File: src/rtl/wb_unit.sv
// MiniRISC writeback stage: handshaked source select, multi-cycle load wait
// with timeout, sub-word load extraction/extension, registered RF write port.
module wb_unit #(
    parameter int unsigned XLEN        = 32,
    parameter int unsigned RA_W        = 5,
    parameter int unsigned LINK_OFFSET = 4,
    parameter int unsigned MEM_TIMEOUT = 15,
    parameter int unsigned ZERO_REG    = 1
) (
    input  logic                      clk,
    input  logic                      rst_n,
    input  logic                      in_valid,
    output logic                      in_ready,
    input  logic [1:0]                sel,
    input  logic [RA_W-1:0]           dst,
    input  logic [XLEN-1:0]           alu_out,
    input  logic [XLEN-1:0]           imm,
    input  logic [XLEN-1:0]           pc_in,
    input  logic [1:0]                ld_size,
    input  logic                      ld_unsigned,
    input  logic [$clog2(XLEN/8)-1:0] addr_lo,
    input  logic                      mem_rvalid,
    input  logic [XLEN-1:0]           mem_rdata,
    input  logic                      flush,
    output logic                      rf_we,
    output logic [RA_W-1:0]           rf_waddr,
    output logic [XLEN-1:0]           rf_wdata,
    output logic                      err,
    output logic [31:0]               retire_cnt
);

    localparam int unsigned AW = $clog2(XLEN/8);
    localparam int unsigned TW = (MEM_TIMEOUT > 1) ? $clog2(MEM_TIMEOUT) : 1;

    typedef enum logic [0:0] {
        S_IDLE     = 1'b0,
        S_WAIT_MEM = 1'b1
    } state_e;

    state_e          state_q, state_d;
    logic [RA_W-1:0] dst_q, dst_d;
    logic [1:0]      size_q, size_d;
    logic            uns_q, uns_d;
    logic [AW-1:0]   addr_q, addr_d;
    logic [TW-1:0]   timer_q, timer_d;
    logic            rf_we_q, rf_we_d;
    logic [RA_W-1:0] rf_waddr_q, rf_waddr_d;
    logic [XLEN-1:0] rf_wdata_q, rf_wdata_d;
    logic            err_q, err_d;
    logic [31:0]     retire_q, retire_d;

    logic [XLEN-1:0] src_data;
    logic            aligned;
    logic [XLEN-1:0] shifted;
    logic [XLEN-1:0] load_data;
    logic            fill;
    logic            accept;

    // Non-memory source mux and alignment check on the incoming operation.
    always_comb begin
        src_data = alu_out;
        case (sel)
            2'b10:   src_data = pc_in + XLEN'(LINK_OFFSET);
            2'b11:   src_data = imm;
            default: src_data = alu_out;
        endcase
        aligned = 1'b1;
        case (ld_size)
            2'b00:   aligned = 1'b1;
            2'b01:   aligned = ~addr_lo[0];
            default: aligned = (addr_lo == '0);
        endcase
    end

    // Lane extraction and sign/zero extension using the latched load attributes.
    always_comb begin
        shifted   = mem_rdata >> {addr_q, 3'b000};
        fill      = 1'b0;
        load_data = shifted;
        case (size_q)
            2'b00: begin
                fill      = ~uns_q & shifted[7];
                load_data = {{(XLEN-8){fill}}, shifted[7:0]};
            end
            2'b01: begin
                fill      = ~uns_q & shifted[15];
                load_data = {{(XLEN-16){fill}}, shifted[15:0]};
            end
            default: load_data = shifted;
        endcase
    end

    // Next-state and registered-output logic.
    always_comb begin
        state_d    = state_q;
        dst_d      = dst_q;
        size_d     = size_q;
        uns_d      = uns_q;
        addr_d     = addr_q;
        timer_d    = timer_q;
        rf_we_d    = 1'b0;
        rf_waddr_d = rf_waddr_q;
        rf_wdata_d = rf_wdata_q;
        err_d      = 1'b0;
        in_ready   = (state_q == S_IDLE) && !flush;
        accept     = in_valid && in_ready;

        case (state_q)
            S_IDLE: begin
                if (accept) begin
                    if (sel != 2'b01) begin
                        rf_we_d    = !((ZERO_REG != 0) && (dst == '0));
                        rf_waddr_d = dst;
                        rf_wdata_d = src_data;
                    end else if (!aligned) begin
                        err_d = 1'b1;
                    end else begin
                        dst_d   = dst;
                        size_d  = ld_size;
                        uns_d   = ld_unsigned;
                        addr_d  = addr_lo;
                        timer_d = '0;
                        state_d = S_WAIT_MEM;
                    end
                end
            end
            S_WAIT_MEM: begin
                if (flush) begin
                    state_d = S_IDLE;
                end else if (mem_rvalid) begin
                    rf_we_d    = !((ZERO_REG != 0) && (dst_q == '0));
                    rf_waddr_d = dst_q;
                    rf_wdata_d = load_data;
                    state_d    = S_IDLE;
                end else if (timer_q == TW'(MEM_TIMEOUT - 1)) begin
                    err_d   = 1'b1;
                    state_d = S_IDLE;
                end else begin
                    timer_d = timer_q + TW'(1);
                end
            end
            default: state_d = S_IDLE;
        endcase

        retire_d = rf_we_d ? (retire_q + 32'd1) : retire_q;
    end

    // State and output registers.
    always_ff @(posedge clk or negedge rst_n) begin
        if (!rst_n) begin
            state_q    <= S_IDLE;
            dst_q      <= '0;
            size_q     <= '0;
            uns_q      <= 1'b0;
            addr_q     <= '0;
            timer_q    <= '0;
            rf_we_q    <= 1'b0;
            rf_waddr_q <= '0;
            rf_wdata_q <= '0;
            err_q      <= 1'b0;
            retire_q   <= '0;
        end else begin
            state_q    <= state_d;
            dst_q      <= dst_d;
            size_q     <= size_d;
            uns_q      <= uns_d;
            addr_q     <= addr_d;
            timer_q    <= timer_d;
            rf_we_q    <= rf_we_d;
            rf_waddr_q <= rf_waddr_d;
            rf_wdata_q <= rf_wdata_d;
            err_q      <= err_d;
            retire_q   <= retire_d;
        end
    end

    assign rf_we      = rf_we_q;
    assign rf_waddr   = rf_waddr_q;
    assign rf_wdata   = rf_wdata_q;
    assign err        = err_q;
    assign retire_cnt = retire_q;

endmodule

File: config.mk
export PLATFORM = sky130hd
export DESIGN_NAME = wb_unit
export DESIGN_NICKNAME = d
export VERILOG_FILES = /design/src/rtl/wb_unit.sv
export SDC_FILE = /design/constraint.sdc
export NUM_CORES = 1
export LEC_CHECK = 0
export BUFFER_PORTS_ARGS = -buffer_cell sky130_fd_sc_hd__buf_2
export CORE_MARGIN = 1
export CORE_UTILIZATION = 45
export CTS_CLUSTER_SIZE = 12
export DETAILED_ROUTE_END_ITERATION = 7
export GPL_TIMING_DRIVEN = 1
export HOLD_SLACK_MARGIN = 0.05
export PLACE_DENSITY = 0.88
export SYNTH_ARGS = -nofsm -noshare
export SYNTH_HDL_FRONTEND = slang
export SYNTH_SLANG_ARGS = --single-unit
File: constraint.sdc
create_clock -name clk -period 2 [get_ports clk]
set_clock_uncertainty 0.2 [all_clocks]
set_input_delay 0.3 -clock clk [delete_from_list [all_inputs] [get_ports clk]]
set_output_delay 0.3 -clock clk [all_outputs]
set_load 0.05 [all_outputs]
### Yosys cells after proc, flatten, opt, wreduce, memory -nomap -nowiden

Cells that the tools add are included.

| cells by class | value |
|---|---|
| multiply operators | 0 |
| shift operators | 1 |
| div/mod/pow operators | 0 |
| add/sub/neg operators | 3 |
| mux-type cells | 39 |
| reductions and logical operators | 13 |
| bitwise gates (word level) | 6 |
| eq/ne operators | 14 |
| $lt $le $gt $ge | 0 |

Operators by type and width:

| operator | number |
|---|---|
| $pmux 32 s2 | 3 |
| $mux 32 | 4 |
| $add 32x1->32 const B | 1 |
| $add 32x3->32 const B | 1 |
| $shr 32x5->32 | 1 |
| $mux 4 | 6 |
| $mux 5 | 4 |
| $mux 1 | 16 |
| $ne 2x2->1 const B | 7 |
| $logic_not 5->1 | 2 |
| $pmux 5 s2 | 1 |
| $pmux 1 s2 | 4 |
| $pmux 4 s2 | 1 |
| $reduce_and 4->1 | 2 |
| $logic_not 2->1 | 3 |
| $reduce_and 6->1 | 1 |
| $add 4x1->4 const B | 1 |
| $eq 2x1->1 const B | 2 |
| $eq 2x2->1 const B | 2 |
| $eq 4x4->1 const B | 1 |
| $ne 2x1->1 const B | 2 |
| $not 1->1 | 4 |
| $logic_not 1->1 | 3 |
| $and 1x1->1 | 2 |
| $logic_and 1x1->1 | 2 |

| word-level totals | value |
|---|---|
| bits in registers | 86 |
| memories kept | 0 |
| output and inout bits | 72 |
| memory bits (read-only) | 0 |
| bits in writable memories | 0 |
| latch bits | 0 |

### Logic depth before layout (Yosys ltp)

Gate-level depths: netlist (run 1).

| depth | value |
|---|---|
| depth in word-level cells | 6 |
| gate-level depth with buffers | 8 |

### Least setup slack after synthesis (run 1)

No wires, ideal clock.

| timing path | value |
|---|---|
| path type | reg-to-reg |
| start point | reg retire_q[20] (netlist: retire_cnt[20]) |
| end point | reg retire_q[28] (netlist: retire_cnt[28]) |
| data required time | 1.718 ns |
| setup slack | -0.429 ns |
| clock period less this slack | 2.429 ns |
| data arrival time | 2.147 ns |
| stages on the path, launching flop included | 7 |
| cells stage by stage | dfrtp_1 > nand3_2 > or3_1 > or4_1 > buf_6 > nor4_4 > xor2_1 |

| on the way | value |
|---|---|
| cells in the longest elaborated chain, start to end | 1 |

RTL lines:

| element | line | source |
|---|---|---|
| start: declaration | 50 | `logic [31:0] retire_q, retire_d;` |
| start signal: assignment | 173 | `retire_q <= retire_d;` |
| $add 32x1->32 | 145 | `retire_d = rf_we_d ? (retire_q + 32'd1) : retire_q;` |

Every way passes these cells.
A chain may end at the register's enable or synchronous reset.

### Worst setup path after layout (run 1)

| timing path | value |
|---|---|
| start point | reg retire_q[4] (netlist: retire_cnt[4]) |
| end point | reg retire_q[26] (netlist: retire_cnt[26]) |

The elaborated chain is that of the path after synthesis.

==> results.cfg, run 1 <==
[drt]
antenna_left = 0
drt-initial-drc-count = 530
wl_per_cell_um = 18.4
routed_wl_mm = 21.4
vias_per_cell = 5.68
drt-pass1-iter-count = 5
drc = 0
vias = 6602

[clock_network]
worstSkewPairLatency_ns = 0.34
cts.sinks = 86
root_buffer = clkbuf_16
numCtsBuffers = 9
ctsLongestPathBuffers = 2
htree_levels = 3
clk_pin_slew_worst_paths_ns = 0.06
cts_tree = done

[synth]
ys_warn_count = 0
synth-main-ff-cell = dfrtp_1
yosysMostFrequentCell = dfrtp_1
ys_seq_elements = 86
yosys-top-cells-count = dfrtp_1 (86), nand2_1 (78), nor2_1 (78)
yosys.area.top_type = dfrtp_1
netlist_area_um2 = 5740
syn_nets = 833
synth.distinct_cells = 58
synthTopCellsByArea = dfrtp_1 (38%), nand2_1 (5.1%), nor2_1 (5.1%)
synth_edf_count = 0
synth_area_per_cell_um2 = 8.39
synth_top_area_frac = 0.375
async_flop_share = 1.00
seq_area_frac_synth = 0.375
synthCells = 684

[global_routing]
met1_usage = 0.404
grt_pass1_vias = 6451
antenna_found_initial = 4
grt-busiest-layer = met2
grt_max_degree = 55
grt_pass1_wl_mm = 32.6
use_met2 = 0.528
grt-ovfl-total = 0
grtUsageTotal = 0.324
use_met3 = 0.0886

[critical_path]
endpoint_kind = flop
start_kind = flop
critPathBufInv = 0
crit_family = simple AND/OR/NAND/NOR gates
crit_type = flop to flop
crit_chain = and3_1, nand4_1, or4_4, nor3_4, xor2_1
rr_worst_depth = 5
crit-reg2reg-launch = retire_cnt[4]
arrival_ns = 2.14
cpMaxStageDelayCell = or4_4
worstPathRequired_ns = 2.06
max_stage_delay_ns = 0.59
critPathMaxFanout = 8
regToRegSetupSlack_ns = -0.09
r2r_end = retire_cnt[26]

[floorplan]
start_util = 0.470
die_w_um = 115
rows = 40
die-area_um2 = 13200
coreArea_um2 = 12200
die_h_um = 115
io_pins = 217

[finish]
seq_area_um2 = 2170
fin_util = 0.697
instances_no_fill = 1162
final_area_um2 = 8510
finalNetCount = 1135
nFillCells = 1017
drive_above_1_share = 0.431
multi_input_area_um2 = 3670
area_delta_synth_final_pct = 48.3

[placed_design]
dp_hpwl_mm = 16.1
io_buffers = 216
dpl_cell_area_um2 = 7860
routabilityCongestion = 1.03
post-place-ws_ns = -0.168
dp.cells = 1126

[pwr]
p_leak_nw = 3.91
pwr-share-comb = 0.402
p_total_mw = 6.51
clock_power_share = 0.253
intPower_mw = 3.90
p_sw_mw = 2.61
vdd_drop_max_mv = 0.826
p_sw_frac = 0.401
seq_power_share = 0.344
cellPowerDensity_nw_per_um2 = 766

[sta]
tightest_slew_ns = 0.458
grt_setup_unrepaired = true
finalCriticalPeriod_ns = 2.09
finalCritPeriodShare = 1.04
finalHoldViolations = 0
slew_violations = 0
fin_ws_ns = -0.0871
setup_violations = 19
slew_headroom = 0.692
clock.fmax_mhz = 479

[hold_path]
worstHoldStart = mem_rdata[29]
min_to = rf_wdata[29]
hold_class = primary input to flop
holdPathStages = 3

[outcome]
status = finished with violations
violations = setup timing

[flow_run]
max_cap_viol_count = 0
==> cells by family (layout without fill, tap and decap cells) <==
logic type,Yosys count,count (layout),share of synthesized area
AND/OR/NAND/NOR,296,296,0.254
AO/OA/AOI/OAI,152,152,0.172
flip-flops,86,86,0.375
buffers and inverters,56,363,0.0388
XOR/XNOR,48,48,0.0733
multiplexers,42,42,0.0781
adder cells (fa/ha/maj),4,4,0.00872
other,0,3,0
==> metal layers <==
layer | vias up | part of all wire
met3 | 58 | 0.081
met4 | 0 | 0.035
li1 | 3088 | -
met5 | - | 0
met1 | 3132 | 0.41
met2 | 324 | 0.47
==> cell usage in the layout (no fill, tap or decap), types with 24 or more instances in the layout <==
master,Yosys,final
buf_4,1,95
nor2_1,78,71
a211oi_1,25,24
nand2_1,78,76
o21ai_0,25,24
a21oi_1,49,48
dfrtp_1,86,68
buf_2,1,215
nand3_1,35,31
xor2_1,25,25
==> layout make-up <==
cell class | count | share of cell area
Antenna cell | 3 | 0.000882
Clock buffer | 12 | 0.0278
Clock inverter | 4 | 0.00588
Inverter | 14 | 0.00618
Multi-Input combinational cell | 542 | 0.432
Sequential cell | 86 | 0.256
Tap cell | 168 | 0.0247
Timing Repair Buffer | 333 | 0.247
==> state kept, by name (all words and copies together), names as in the netlist, 2 cells and up <==
name / cells
retire_cnt: 32
rf_wdata: 32
dst_q: 5
rf_waddr: 5
timer_q: 4
addr_q: 2
size_q: 2
==> worst max-delay path by stage <==
stage                     endpoint  depth (start not counted)           start  slack (ns)
floorplan           retire_cnt[28]                          6  retire_cnt[12]       -0.17
global placement    retire_cnt[20]                          7          dst[2]       -0.14
detailed placement  retire_cnt[10]                          7          dst[2]       -0.17
CTS                 retire_cnt[26]                          6  retire_cnt[23]       -0.09
global route        retire_cnt[28]                          5  retire_cnt[20]       -0.14
finish              retire_cnt[26]                          5   retire_cnt[4]       -0.09
==> timing repair <==
action	in CTS	in global routing
hold buffers	13	0
pin swaps	3	14
setup buffers	1	5
gates cloned	0	0
gates resized for setup	17	25
endpoints found under the setup margin	31	50
endpoints found under the hold margin	63	0
==> tightest hold or removal path: cells and delay by family <==
| family | cells | cell delay, ns |
|---|---|---|
| buf+inv | 1 | 0.13 |
| compound gates | 1 | 0.07 |
| simple gates | 1 | 0.06 |
==> metrics by stage <==
step / hold slack, ns / setup TNS (ns)
final: 0.0673 / -0.790
after global routing: 0.0813 / -2.10
after CTS: 0.0611 / -0.452
after detailed placement: 0.0642 / -3.94
after global placement: 0.0623 / -2.40
after floorplan: -0.196 / -1.46
==> power by group through the flow <==
stage	Combinational, mW	Clock, mW	Sequential (mW)
2_1_floorplan	0.904	0	2.91
6_report	2.62	1.65	2.24
3_3_place_gp	2.43	0	2.23
5_1_grt	2.78	1.74	2.26
3_5_place_dp	2.47	0	2.24
4_1_cts	2.53	1.66	2.22
Power figures use the tool's default switching activity.
==> run 2, diff against run 1 <==
Settings changed: SKIP_CTS_REPAIR_TIMING from default to 1.
==> run 2 against run 1 <==
The run still ends with setup timing left. Core utilization decreased by 0.52 points. Die area unchanged. Combinational power about the same. Total power decreased by 0.72%. Non-clock buffer count decreased by 7. Via count decreased by 1.1%. Wire length decreased by 0.87%. Maximum frequency decreased by 0.75%. Setup slack got worse by 0.016 ns. Clock-buffer cell count unchanged.
==> results.cfg, run 2 (synthesized netlist as in run 1, its figures left out) <==
[clock_network]
worstSkewPairLatency_ns = 0.34
numCtsBuffers = 9
clk_pin_slew_worst_paths_ns = 0.06
ctsLongestPathBuffers = 2
cts_tree = done
cts.sinks = 86
htree_levels = 3
root_buffer = clkbuf_16

[outcome]
status = finished with violations
violations = setup timing

[sta]
setup_violations = 27
slew_violations = 0
finalHoldViolations = 0
tightest_slew_ns = 0.507
grt_setup_unrepaired = true
slew_headroom = 0.659
finalCritPeriodShare = 1.05
fin_ws_ns = -0.103
finalCriticalPeriod_ns = 2.10
clock.fmax_mhz = 476

[floorplan]
die-area_um2 = 13200
rows = 40
die_w_um = 115
start_util = 0.470
coreArea_um2 = 12200
die_h_um = 115
io_pins = 217

[pwr]
cellPowerDensity_nw_per_um2 = 766
p_leak_nw = 3.92
vdd_drop_max_mv = 0.827

[critical_path]
crit_type = flop to flop
endpoint_kind = flop
arrival_ns = 2.12
crit_chain = or4_4, o21a_4, o21ai_4, clkbuf_16, nor3_4, xnor2_1
max_stage_delay_ns = 0.55
worstPathRequired_ns = 2.02
critPathMaxFanout = 7
cpMaxStageDelayCell = or4_4
start_kind = flop

[finish]
nFillCells = 1013
multi_input_area_um2 = 3640
fin_util = 0.691
seq_area_um2 = 2170
final_common_cell = buf_2
finalNetCount = 1128
instances_no_fill = 1156
layout_common_cells = buf_2 (215), buf_4 (91), nand2_1 (78)
area_delta_synth_final_pct = 47.1
drive_above_1_share = 0.425

[hold_path]
hold_class = primary input to flop

[placed_design]
dp_hpwl_mm = 16.1
routabilityCongestion = 1.03
dp.cells = 1126
io_buffers = 216
post-place-ws_ns = -0.168

[drt]
antenna_left = 0
vias_per_cell = 5.65
routed_wl_mm = 21.2
drt-pass1-iter-count = 5
wl_per_cell_um = 18.4
drc = 0
vias = 6530
drt-initial-drc-count = 588

[flow_run]
max_cap_viol_count = 0

[global_routing]
grtUsageTotal = 0.313
grt_max_degree = 55
antenna_found_initial = 4
grt_pass1_wl_mm = 31.5
grt_pass1_vias = 6320
grt-ovfl-total = 0
==> run 2: changes by cell type in the layout (fill, tap and decap cells not counted), moves of 2 or more <==
cell,before,now
nor3_4,4,6
nand2_1,76,78
a211oi_1,24,22
a211oi_2,1,3
dlygate4sd3_1,13,9
nor3_2,6,3
buf_4,95,91
nand2_2,2,0
nand3_1,31,33
==> run 2: worst max-delay path, delay by kind of cell, from the launching register on <==
kind            cells  cell delay (ns)
compound gates      2             0.46
xor+xnor            1             0.14
buf+inv             1             0.21
flops               1             0.38
simple gates        2             0.60
==> run 2: path summary, 6_finish.rpt <==
check,from,endpoint,slack [ns],cells after the start
worst max-delay path,dst_q[2],retire_cnt[30],-0.10,6
worst min-delay path,mem_rdata[25],rf_wdata[25],0.03,3
worst max register to register,dst_q[2],retire_cnt[30],-0.10,6
worst min register to register,retire_cnt[31],retire_cnt[31],0.28,1
max in group asynchronous,rst_n,retire_cnt[5],0.80,3
min in group asynchronous,rst_n,retire_cnt[11],0.25,2
==> run 2: final cells by class <==
type / instances / area share
clock buffers: 12 / 0.0280
well taps: 168 / 0.0249
flip-flops and latches: 86 / 0.258
multi-input cells: 542 / 0.432
repair buffers: 326 / 0.245
inverters: 14 / 0.00622
diodes: 4 / 0.00119
clock inverters: 4 / 0.00593
==> run 2: metrics by stage <==
| stage | power [mW] | TNS (ns) | hold WS (ns) | cell area [um2] |
|---|---|---|---|---|
| 2_1_floorplan | 3.81 | -1.46 | -0.196 | 5890 |
| 3_3_place_gp | 4.66 | -2.40 | 0.0623 | 7860 |
| 3_5_place_dp | 4.71 | -3.94 | 0.0642 | 7860 |
| 4_1_cts | 6.36 | -2.07 | -0.298 | 8150 |
| 5_1_grt | 6.74 | -3.32 | 0.0541 | 8440 |
| 6_report | 6.47 | -1.48 | 0.0332 | 8440 |
==> run 2: metal layers <==
layer	wire (um)	global-route usage	vias up
li1	-	-	3069
met2	9810	0.504	301
met3	1720	0.0849	66
met1	8850	0.398	3094
met4	864	0.127	0
met5	0	0	-
==> run 2: where the power goes <==
group	leakage [nW]	total (mW)	internal [mW]	switching, mW
Clock	0.133	1.65	0.967	0.680
Combinational	2.77	2.59	0.909	1.68
Sequential	1.02	2.23	2.01	0.225
